<file path="src/rtl/mem_ctrl_if.sv">
// Request/RAM bundle for mem_ctrl: fetch port, load/store port and byte RAM.
// Handshake: a requester raises *_req with stable operands, holds it until its
// *_done pulse and drops it in that cycle; *_stall = *_req & ~*_done.
// ram_din carries the byte addressed by ram_a one cycle earlier.
interface mem_ctrl_if #(
    parameter int ADDR_W = 32
);
    logic              if_req;
    logic [ADDR_W-1:0] if_addr;
    logic [31:0]       if_data;
    logic              if_done;
    logic              if_stall;

    logic              mem_req;
    logic              mem_we;
    logic [1:0]        mem_len;
    logic [ADDR_W-1:0] mem_addr;
    logic [31:0]       mem_wdata;
    logic [31:0]       mem_rdata;
    logic              mem_done;
    logic              mem_stall;

    logic [ADDR_W-1:0] ram_a;
    logic [7:0]        ram_dout;
    logic              ram_wr;
    logic [7:0]        ram_din;

    // slave = the controller; master = requesters plus the RAM
    modport slave (
        input  if_req, if_addr, mem_req, mem_we, mem_len, mem_addr, mem_wdata, ram_din,
        output if_data, if_done, if_stall, mem_rdata, mem_done, mem_stall,
               ram_a, ram_dout, ram_wr
    );

    modport master (
        output if_req, if_addr, mem_req, mem_we, mem_len, mem_addr, mem_wdata, ram_din,
        input  if_data, if_done, if_stall, mem_rdata, mem_done, mem_stall,
               ram_a, ram_dout, ram_wr
    );
endinterface

</file>
<file path="src/rtl/mem_ctrl.sv">
// Arbitrates an instruction-fetch port and a load/store port onto one
// byte-wide synchronous RAM, serialising each access little-endian.
module mem_ctrl #(
    parameter int ADDR_W = 32
) (
    input  logic       clk,
    input  logic       rst,
    mem_ctrl_if.slave  bus,
    output logic [2:0] dbg_state
);
    typedef enum logic [2:0] {
        IDLE   = 3'd0,
        IF_RD  = 3'd1,
        MEM_RD = 3'd2,
        MEM_WR = 3'd3,
        DONE   = 3'd4
    } state_t;

    state_t            state;
    state_t            state_nx;
    logic [ADDR_W-1:0] base;
    logic [ADDR_W-1:0] addr_k;
    logic [31:0]       wdata;
    logic [31:0]       rd_buf;
    logic [31:0]       rd_next;
    logic [2:0]        cnt;
    logic [2:0]        n;
    logic [2:0]        n_mem;
    logic [1:0]        rd_idx;
    logic              is_mem;
    logic              last_rd;
    logic              last_wr;

    always_comb begin
        case (bus.mem_len)
            2'd0:    n_mem = 3'd1;
            2'd1:    n_mem = 3'd2;
            default: n_mem = 3'd4;
        endcase
    end

    assign addr_k  = base + ADDR_W'(cnt);
    assign last_rd = (cnt == n);
    assign last_wr = (cnt == n - 3'd1);
    // Reads trail the address by one cycle, so the byte arriving now is cnt-1.
    assign rd_idx  = cnt[1:0] - 2'd1;
    assign rd_next = rd_buf | ({24'h0, bus.ram_din} << {rd_idx, 3'b000});

    always_comb begin
        state_nx = state;
        case (state)
            IDLE: begin
                if (bus.mem_req)     state_nx = bus.mem_we ? MEM_WR : MEM_RD;
                else if (bus.if_req) state_nx = IF_RD;
            end
            IF_RD, MEM_RD: if (last_rd) state_nx = DONE;
            MEM_WR:        if (last_wr) state_nx = DONE;
            DONE:          state_nx = IDLE;
            default:       state_nx = IDLE;
        endcase
    end

    always_comb begin
        bus.ram_a    = '0;
        bus.ram_dout = 8'h00;
        bus.ram_wr   = 1'b0;
        case (state)
            IF_RD, MEM_RD: if (!last_rd) bus.ram_a = addr_k;
            MEM_WR: begin
                bus.ram_a    = addr_k;
                bus.ram_dout = wdata[{cnt[1:0], 3'b000} +: 8];
                bus.ram_wr   = 1'b1;
            end
            default: ;
        endcase
    end

    assign bus.if_done   = (state == DONE) && !is_mem;
    assign bus.mem_done  = (state == DONE) && is_mem;
    assign bus.if_stall  = bus.if_req & ~bus.if_done;
    assign bus.mem_stall = bus.mem_req & ~bus.mem_done;
    assign dbg_state     = state;

    always_ff @(posedge clk or negedge rst) begin
        if (!rst) begin
            state         <= IDLE;
            cnt           <= 3'd0;
            n             <= 3'd0;
            base          <= '0;
            wdata         <= 32'h0;
            rd_buf        <= 32'h0;
            is_mem        <= 1'b0;
            bus.if_data   <= 32'h0;
            bus.mem_rdata <= 32'h0;
        end else begin
            state <= state_nx;
            case (state)
                IDLE: begin
                    cnt    <= 3'd0;
                    rd_buf <= 32'h0;
                    if (bus.mem_req) begin
                        is_mem <= 1'b1;
                        base   <= bus.mem_addr;
                        n      <= n_mem;
                        wdata  <= bus.mem_wdata;
                    end else if (bus.if_req) begin
                        is_mem <= 1'b0;
                        base   <= bus.if_addr;
                        n      <= 3'd4;
                    end
                end
                IF_RD, MEM_RD: begin
                    cnt <= cnt + 3'd1;
                    if (cnt != 3'd0) begin
                        rd_buf <= rd_next;
                        // Port data only changes when a read on that port completes.
                        if (last_rd) begin
                            if (is_mem) bus.mem_rdata <= rd_next;
                            else        bus.if_data   <= rd_next;
                        end
                    end
                end
                MEM_WR:  cnt <= cnt + 3'd1;
                default: cnt <= 3'd0;
            endcase
        end
    end
endmodule

</file>
<file path="src/flat_wrapper.sv">
// flat-port wrapper written by rule: the top's interface ports become plain ports
module mem_ctrl_flat 
#(
    parameter int ADDR_W = 32
)
  (clk, rst, dbg_state, bus_if_req, bus_if_addr, bus_mem_req, bus_mem_we, bus_mem_len, bus_mem_addr, bus_mem_wdata, bus_ram_din, bus_if_data, bus_if_done, bus_if_stall, bus_mem_rdata, bus_mem_done, bus_mem_stall, bus_ram_a, bus_ram_dout, bus_ram_wr);
  mem_ctrl_if #(.ADDR_W(ADDR_W)) bus_i ();
  input  logic clk;
  input  logic rst;
  output logic [2:0] dbg_state;
  input wire logic [$bits(bus_i.if_req)-1:0] bus_if_req;
  input wire logic [$bits(bus_i.if_addr)-1:0] bus_if_addr;
  input wire logic [$bits(bus_i.mem_req)-1:0] bus_mem_req;
  input wire logic [$bits(bus_i.mem_we)-1:0] bus_mem_we;
  input wire logic [$bits(bus_i.mem_len)-1:0] bus_mem_len;
  input wire logic [$bits(bus_i.mem_addr)-1:0] bus_mem_addr;
  input wire logic [$bits(bus_i.mem_wdata)-1:0] bus_mem_wdata;
  input wire logic [$bits(bus_i.ram_din)-1:0] bus_ram_din;
  output wire logic [$bits(bus_i.if_data)-1:0] bus_if_data;
  output wire logic [$bits(bus_i.if_done)-1:0] bus_if_done;
  output wire logic [$bits(bus_i.if_stall)-1:0] bus_if_stall;
  output wire logic [$bits(bus_i.mem_rdata)-1:0] bus_mem_rdata;
  output wire logic [$bits(bus_i.mem_done)-1:0] bus_mem_done;
  output wire logic [$bits(bus_i.mem_stall)-1:0] bus_mem_stall;
  output wire logic [$bits(bus_i.ram_a)-1:0] bus_ram_a;
  output wire logic [$bits(bus_i.ram_dout)-1:0] bus_ram_dout;
  output wire logic [$bits(bus_i.ram_wr)-1:0] bus_ram_wr;
  assign bus_i.if_req = bus_if_req;
  assign bus_i.if_addr = bus_if_addr;
  assign bus_i.mem_req = bus_mem_req;
  assign bus_i.mem_we = bus_mem_we;
  assign bus_i.mem_len = bus_mem_len;
  assign bus_i.mem_addr = bus_mem_addr;
  assign bus_i.mem_wdata = bus_mem_wdata;
  assign bus_i.ram_din = bus_ram_din;
  assign bus_if_data = bus_i.if_data;
  assign bus_if_done = bus_i.if_done;
  assign bus_if_stall = bus_i.if_stall;
  assign bus_mem_rdata = bus_i.mem_rdata;
  assign bus_mem_done = bus_i.mem_done;
  assign bus_mem_stall = bus_i.mem_stall;
  assign bus_ram_a = bus_i.ram_a;
  assign bus_ram_dout = bus_i.ram_dout;
  assign bus_ram_wr = bus_i.ram_wr;
  mem_ctrl #(.ADDR_W(ADDR_W)) u_core (.clk(clk), .rst(rst), .bus(bus_i), .dbg_state(dbg_state));
endmodule
</file>
<file path="config.mk">
export PLATFORM = sky130hd
export DESIGN_NAME = mem_ctrl_flat
export DESIGN_NICKNAME = d
export VERILOG_FILES = /design/src/rtl/mem_ctrl_if.sv /design/src/rtl/mem_ctrl.sv /design/src/flat_wrapper.sv
export SDC_FILE = /design/constraint.sdc
export NUM_CORES = 1
export LEC_CHECK = 0
export CAP_MARGIN = 20
export CORE_ASPECT_RATIO = 1.1
export CORE_MARGIN = 2
export CORE_UTILIZATION = 58
export CTS_CLUSTER_DIAMETER = 30
export DETAILED_ROUTE_END_ITERATION = 16
export DONT_BUFFER_PORTS = 1
export PLACE_DENSITY = 0.83
export RECOVER_POWER = 100
export SETUP_SLACK_MARGIN = 0.2
export SLEW_MARGIN = 30
export SYNTH_ARGS = -nofsm -noshare
export SYNTH_HDL_FRONTEND = slang
export SYNTH_SLANG_ARGS = --single-unit
</file>
<file path="constraint.sdc">
create_clock -name clk -period 2.7 [get_ports clk]
set_input_delay 0.27 -clock clk [delete_from_list [all_inputs] [get_ports clk]]
set_output_delay 0.27 -clock clk [all_outputs]
set_load 0.01 [all_outputs]
</file>
* After elaboration in Yosys (flattened, before gate mapping)
Cells that the tools add are included.
Widths: inputs -> output; s select.
** Cells by class
- Add/subtract/negate cells :: 4
- Equal/unequal tests :: 11
- Shifts and indexed selects :: 2
- Multiplexer cells :: 20
- Bitwise gates (word level) :: 6
- Reduce and logical (&&, ||, !) cells :: 16
** Operators by type and width (count)
- $mux 32 :: 4
- $pmux 32 s2 :: 2
- $add 32x3->32 :: 1
- $or 32x32->32 :: 1
- $shiftx 32x6->8 :: 1
- $shl 8x5->32 :: 1
- $mux 3 :: 7
- $pmux 3 s3 :: 1
- $mux 8 :: 1
- $reduce_and 4->1 :: 2
- $eq 3x2->1 const B :: 2
- $eq 3x3->1 :: 2
- $ne 2x1->1 const B :: 3
- $pmux 3 s2 :: 1
- $reduce_and 2->1 :: 3
- $mux 1 :: 4
- $reduce_bool 2->1 :: 2
- $add 3x1->3 const B :: 1
- $eq 3x1->1 const B :: 1
- $eq 3x3->1 const B :: 1
- $logic_not 3->1 :: 1
- $ne 3x3->1 const B :: 1
- $not 1->1 :: 3
- $reduce_and 3->1 :: 1
- other kinds (10) :: 12
** Word-level totals
- Bits in registers :: 170
- Input bits :: 111
- Output and inout port bits :: 112
- Word-level logic and storage cells :: 68

* Longest topological paths before layout
- Depth after elaboration :: 5
- Depth in mapped cells :: 8
- Depth with buffers taken out :: 7

* Least setup slack after synthesis
OpenSTA, ideal clock, no wires.
- Path type :: reg2out
- Start :: register u_core.cnt[1]
- End :: output port bus_ram_a[30]
- Arrival time :: 2.574 ns
- Slack :: -0.144 ns
- Cell stages (with the launch flop) :: 9
- Path buffers :: 2
- Path through :: dfrtp_1 -> clkbuf_1 -> inv_1 -> fa_1 -> nor2b_1 -> o2111ai_4 -> buf_2 -> or3_1 -> a21oi_1
** Between the ends
- Word-level cells in the longest chain between the ends :: 3
- Elaborated cells between the ends (all ways) :: 4
- Classes of those cells :: add/sub (1); eq/ne (1); mux (2)
** RTL lines
- from (decl) :: line mem_ctrl.sv:26 : logic [2:0] cnt;
- from (signal assigned) :: line mem_ctrl.sv:113 : cnt <= cnt + 3'd1;
- from (signal assigned) :: line mem_ctrl.sv:123 : MEM_WR: cnt <= cnt + 3'd1;
- $add 32x3->32 / $eq 3x3->1 (equally long branches) :: line mem_ctrl.sv:42, mem_ctrl.sv:43
- $mux 32 :: line mem_ctrl.sv:68 : IF_RD, MEM_RD: if (!last_rd) bus.ram_a = addr_k;
- $pmux 32 s2 (*) :: line mem_ctrl.sv:67 : case (state)
- to (decl) :: line flat_wrapper.sv:25 : output wire logic [$bits(bus_i.ram_a)-1:0] bus_ram_a;
Mark *: on every way between the ends. The rest lies on a longest branch, timed or not.

* Final worst setup path
- Start :: register u_core.base[0]
- End :: output port bus_ram_a[24]
** Between the ends
- Word-level cells in the longest chain between the ends :: 3
** RTL lines
- from (decl) :: line mem_ctrl.sv:21 : logic [ADDR_W-1:0] base;
- from (signal assigned) :: line mem_ctrl.sv:103 : base <= bus.mem_addr;
- from (signal assigned) :: line mem_ctrl.sv:108 : base <= bus.if_addr;
- $add 32x3->32 (*) :: line mem_ctrl.sv:42 : assign addr_k = base + ADDR_W'(cnt);
- $mux 32 :: line mem_ctrl.sv:68
- $pmux 32 s2 (*) :: line mem_ctrl.sv:67
Marked as above.

==> impl_metrics.csv <==
group,metric,value,unit
outcome,status,"complete, but fails checks",
outcome,violations,"negative hold slack, negative setup slack",
synth,syn_area_per_cell,11.8,um2
timing,setup_viol,4,
synth,ys.warnings.count,0,
synth,synth_area_leader_cell,"dfrtp_1",
floorplan,die-area,15600,um2
timing,finalCritPeriodShare,1.01,
critical_path,worstPathMaxFanout,5,
min_path,hp-class,"in2async",
cts,clock-sinks,170,
floorplan,core,14300,um2
synth,ys_ff_latch,170,
critical_path,critPathKind,"reg2out",
critical_path,start_kind,"flop",
cts,cts-root-buf,"clkbuf_16",
synth,synthMostInstantiatedCell,"dfrtp_1",
timing,worst_pin_slew,0.803,ns
cts,clk_pin_slew,0.07,ns
global_routing,grt_overflow,0,
timing,tns,-0.0691,ns
synth,synth_cell_type_count,52,
cts,clock_path_buffers,2,
finish,post-route-cell-area,9930,um2
power_and_ir_drop,ir_worst_vdd,0.619,mV
cts,tritoncts,"done",
routing,drtIter0Drc,476,
finish,fillers,962,
place,dp.final_hpwl,13900,um
finish,diodes,0,
finish,post-route-util,0.693,
critical_path,critical-path-max-stage-delay,0.54,ns
timing,layout_setup_ws,-0.0357,ns
critical_path,critPathArrivalTime,2.47,ns
global_routing,antenna_found_initial,0,
place,gp_congestion,0.887,
synth,synthTopCellsByArea,"dfrtp_1 50%, mux2_2 13%, mux2i_1 3.8%",
timing,period_minus_slack,2.74,ns
finish,nets,871,
routing,routedWlPerCell,22.7,um
place,port_buffers,0,
critical_path,endpoint_kind,"primary output",
timing,whs,-0.466,ns
routing,viasPerCell,6.40,
timing,fmax,366,MHz
synth,ys_seq_area_frac,0.503,
synth,netlist_instances,719,
synth,synth_area,8460,um2
floorplan,die_h,131,um
power_and_ir_drop,leakage,4.58,nW
finish,drive_gt1_frac,0.275,
power_and_ir_drop,power.density,1180,nW/um2
routing,first_pass_iters,5,
critical_path,required,2.43,ns
routing,ant_nets,0,
global_routing,grt_pass1_wl,33400,um
synth,synthFlopType,"dfrtp_1",
routing,drc,0,
synth,synth_common_cells,"170 x dfrtp_1, 98 x mux2_2, 44 x nand2_1, 42 x o21ai_0, 35 x a21o_1",
timing,maxSlewHeadroom,0.464,
cts,numCtsBuffers,17,
floorplan,start_util,0.590,
global_routing,grt_pass1_vias,6308,
critical_path,cp_cell_sequence,"ha_2 -> inv_2 -> fa_2 -> nor2b_4 -> o2111ai_4 -> or4_4 -> a21oi_4",
timing,finalHoldViolCount,170,
timing,rsz0062_at_grt,"yes",
global_routing,grt_max_degree,171,
floorplan,io_pins,223,
place,dpl_cell_area,8620,um2
run,max_cap_violations,0,
synth,async_reset_ff_frac,1.00,
floorplan,dieWidth,119,um
timing,skew,0.0155,ns
routing,vias,6129,
synth,synth-edff-count,0,
critical_path,slowest_stage,"or4_4",
routing,routed_wl,21800,um
finish,area_growth,17.4,%
timing,drv_slew,0,
synth,synth_top_area_frac,0.503,
synth,syn-num-nets,837,
cts,clk_latency,0.43,ns
global_routing,grt_util_all_layers,0.278,
floorplan,fp-row-count,46,
cts,htree_num_levels,4,
power_and_ir_drop,power,0.0117,W
state kept, by name, indices dropped and copies added (netlist names):
name and cells:
u_core.cnt 3, u_core.is_mem 1, u_core.rd_buf 32, u_core.bus.mem_rdata 32, u_core.bus.if_data 32, u_core.base 32
u_core.n 3, u_core.dbg_state 3, u_core.wdata 32
metal layers:
metal,global-route usage,vias to the layer above,part of all wire
met4,0.116,0,0.035
met2,0.487,305,0.52
met1,0.323,3062,0.37
met5,0,-,0
li1,-,2690,-
met3,0.0825,72,0.080
power by group:
group          internal [W]  switching (W)
registers           0.00360        0.00107
clock network       0.00153        0.00106
logic               0.00200        0.00244
total               0.00713        0.00457
worst max-delay path, delay by kind of cell, from the launching register on:
| kind | cells | cell delay (ns) |
|---|---|---|
| adder cells (fa/ha/maj) | 2 | 0.54 |
| buffers and inverters | 1 | 0.04 |
| flip-flops | 1 | 0.37 |
| AO/OA/AOI/OAI | 2 | 0.37 |
| AND/OR/NAND/NOR | 2 | 0.71 |
through the flow:
step                setup slack [ns]  std cells
finish                       -0.0357        958
CTS                          -0.0248        950
floorplan                      0.207        719
detailed placement             0.140        877
global route                  -0.101        958
global placement               0.202        877
layout make-up:
| cell class | count | area, um2 | area share |
|---|---|---|---|
| repair buffers | 63 | 587 | 0.0591 |
| well taps | 192 | 240 | 0.0242 |
| multi-input cells | 487 | 4160 | 0.419 |
| inverters | 14 | 52.6 | 0.00529 |
| clock inverters | 13 | 178 | 0.0179 |
| clock buffers | 19 | 453 | 0.0456 |
| flip-flops and latches | 170 | 4260 | 0.429 |
path summary, 6_finish.rpt:
path,slack (ns),end,cells after the start,startpoint
worst max-delay path,-0.04,bus_ram_a[24],7,u_core.base[0]
worst min register to register,0.49,u_core.rd_buf[24],1,u_core.rd_buf[24]
worst min-delay path,-0.47,u_core.wdata[5],0,rst
min in group clk,0.01,u_core.dbg_state[0],2,bus_mem_we
worst max register to register,0.15,u_core.wdata[8],4,u_core.dbg_state[1]
max in group asynchronous,2.82,u_core.bus.mem_rdata[1],0,rst
logic make-up (layout without fill, tap and decap cells):
kind of cell | after synthesis | count (layout) | synth area share
buffers and inverters | 64 | 109 | 0.0349
and+or+nand+nor | 172 | 173 | 0.122
adders and majority gates | 7 | 7 | 0.0112
AOI/OAI and AO/OA | 151 | 152 | 0.120
muxes | 139 | 139 | 0.191
DFF | 170 | 170 | 0.503
xor gates and xnor gates | 16 | 16 | 0.0183
cell usage in the layout, fill, tap and decap left out, types with 8 or more instances in the layout:
master,Yosys,layout
mux2_2,98,98
dfrtp_1,170,166
mux2i_1,32,32
nand2_1,44,43
xor2_1,9,9
o21a_1,32,32
a21o_1,35,35
clkbuf_16,0,18
a21oi_2,0,9
o21ai_0,42,39
nor2b_1,18,16
inv_1,14,13
buf_4,6,16
mux4_2,8,8
nor4b_1,32,32
dlygate4sd3_1,0,34
nor2_1,23,22
what timing repair did:
action	CTS	global route
endpoints found under the hold margin	202	171
buffers inserted	7	4
gates cloned	1	2
setup endpoints to repair	22	27
pin swaps	28	14
resized for setup	45	26
hold buffers	33	1
(Power assumes the default switching activity.)
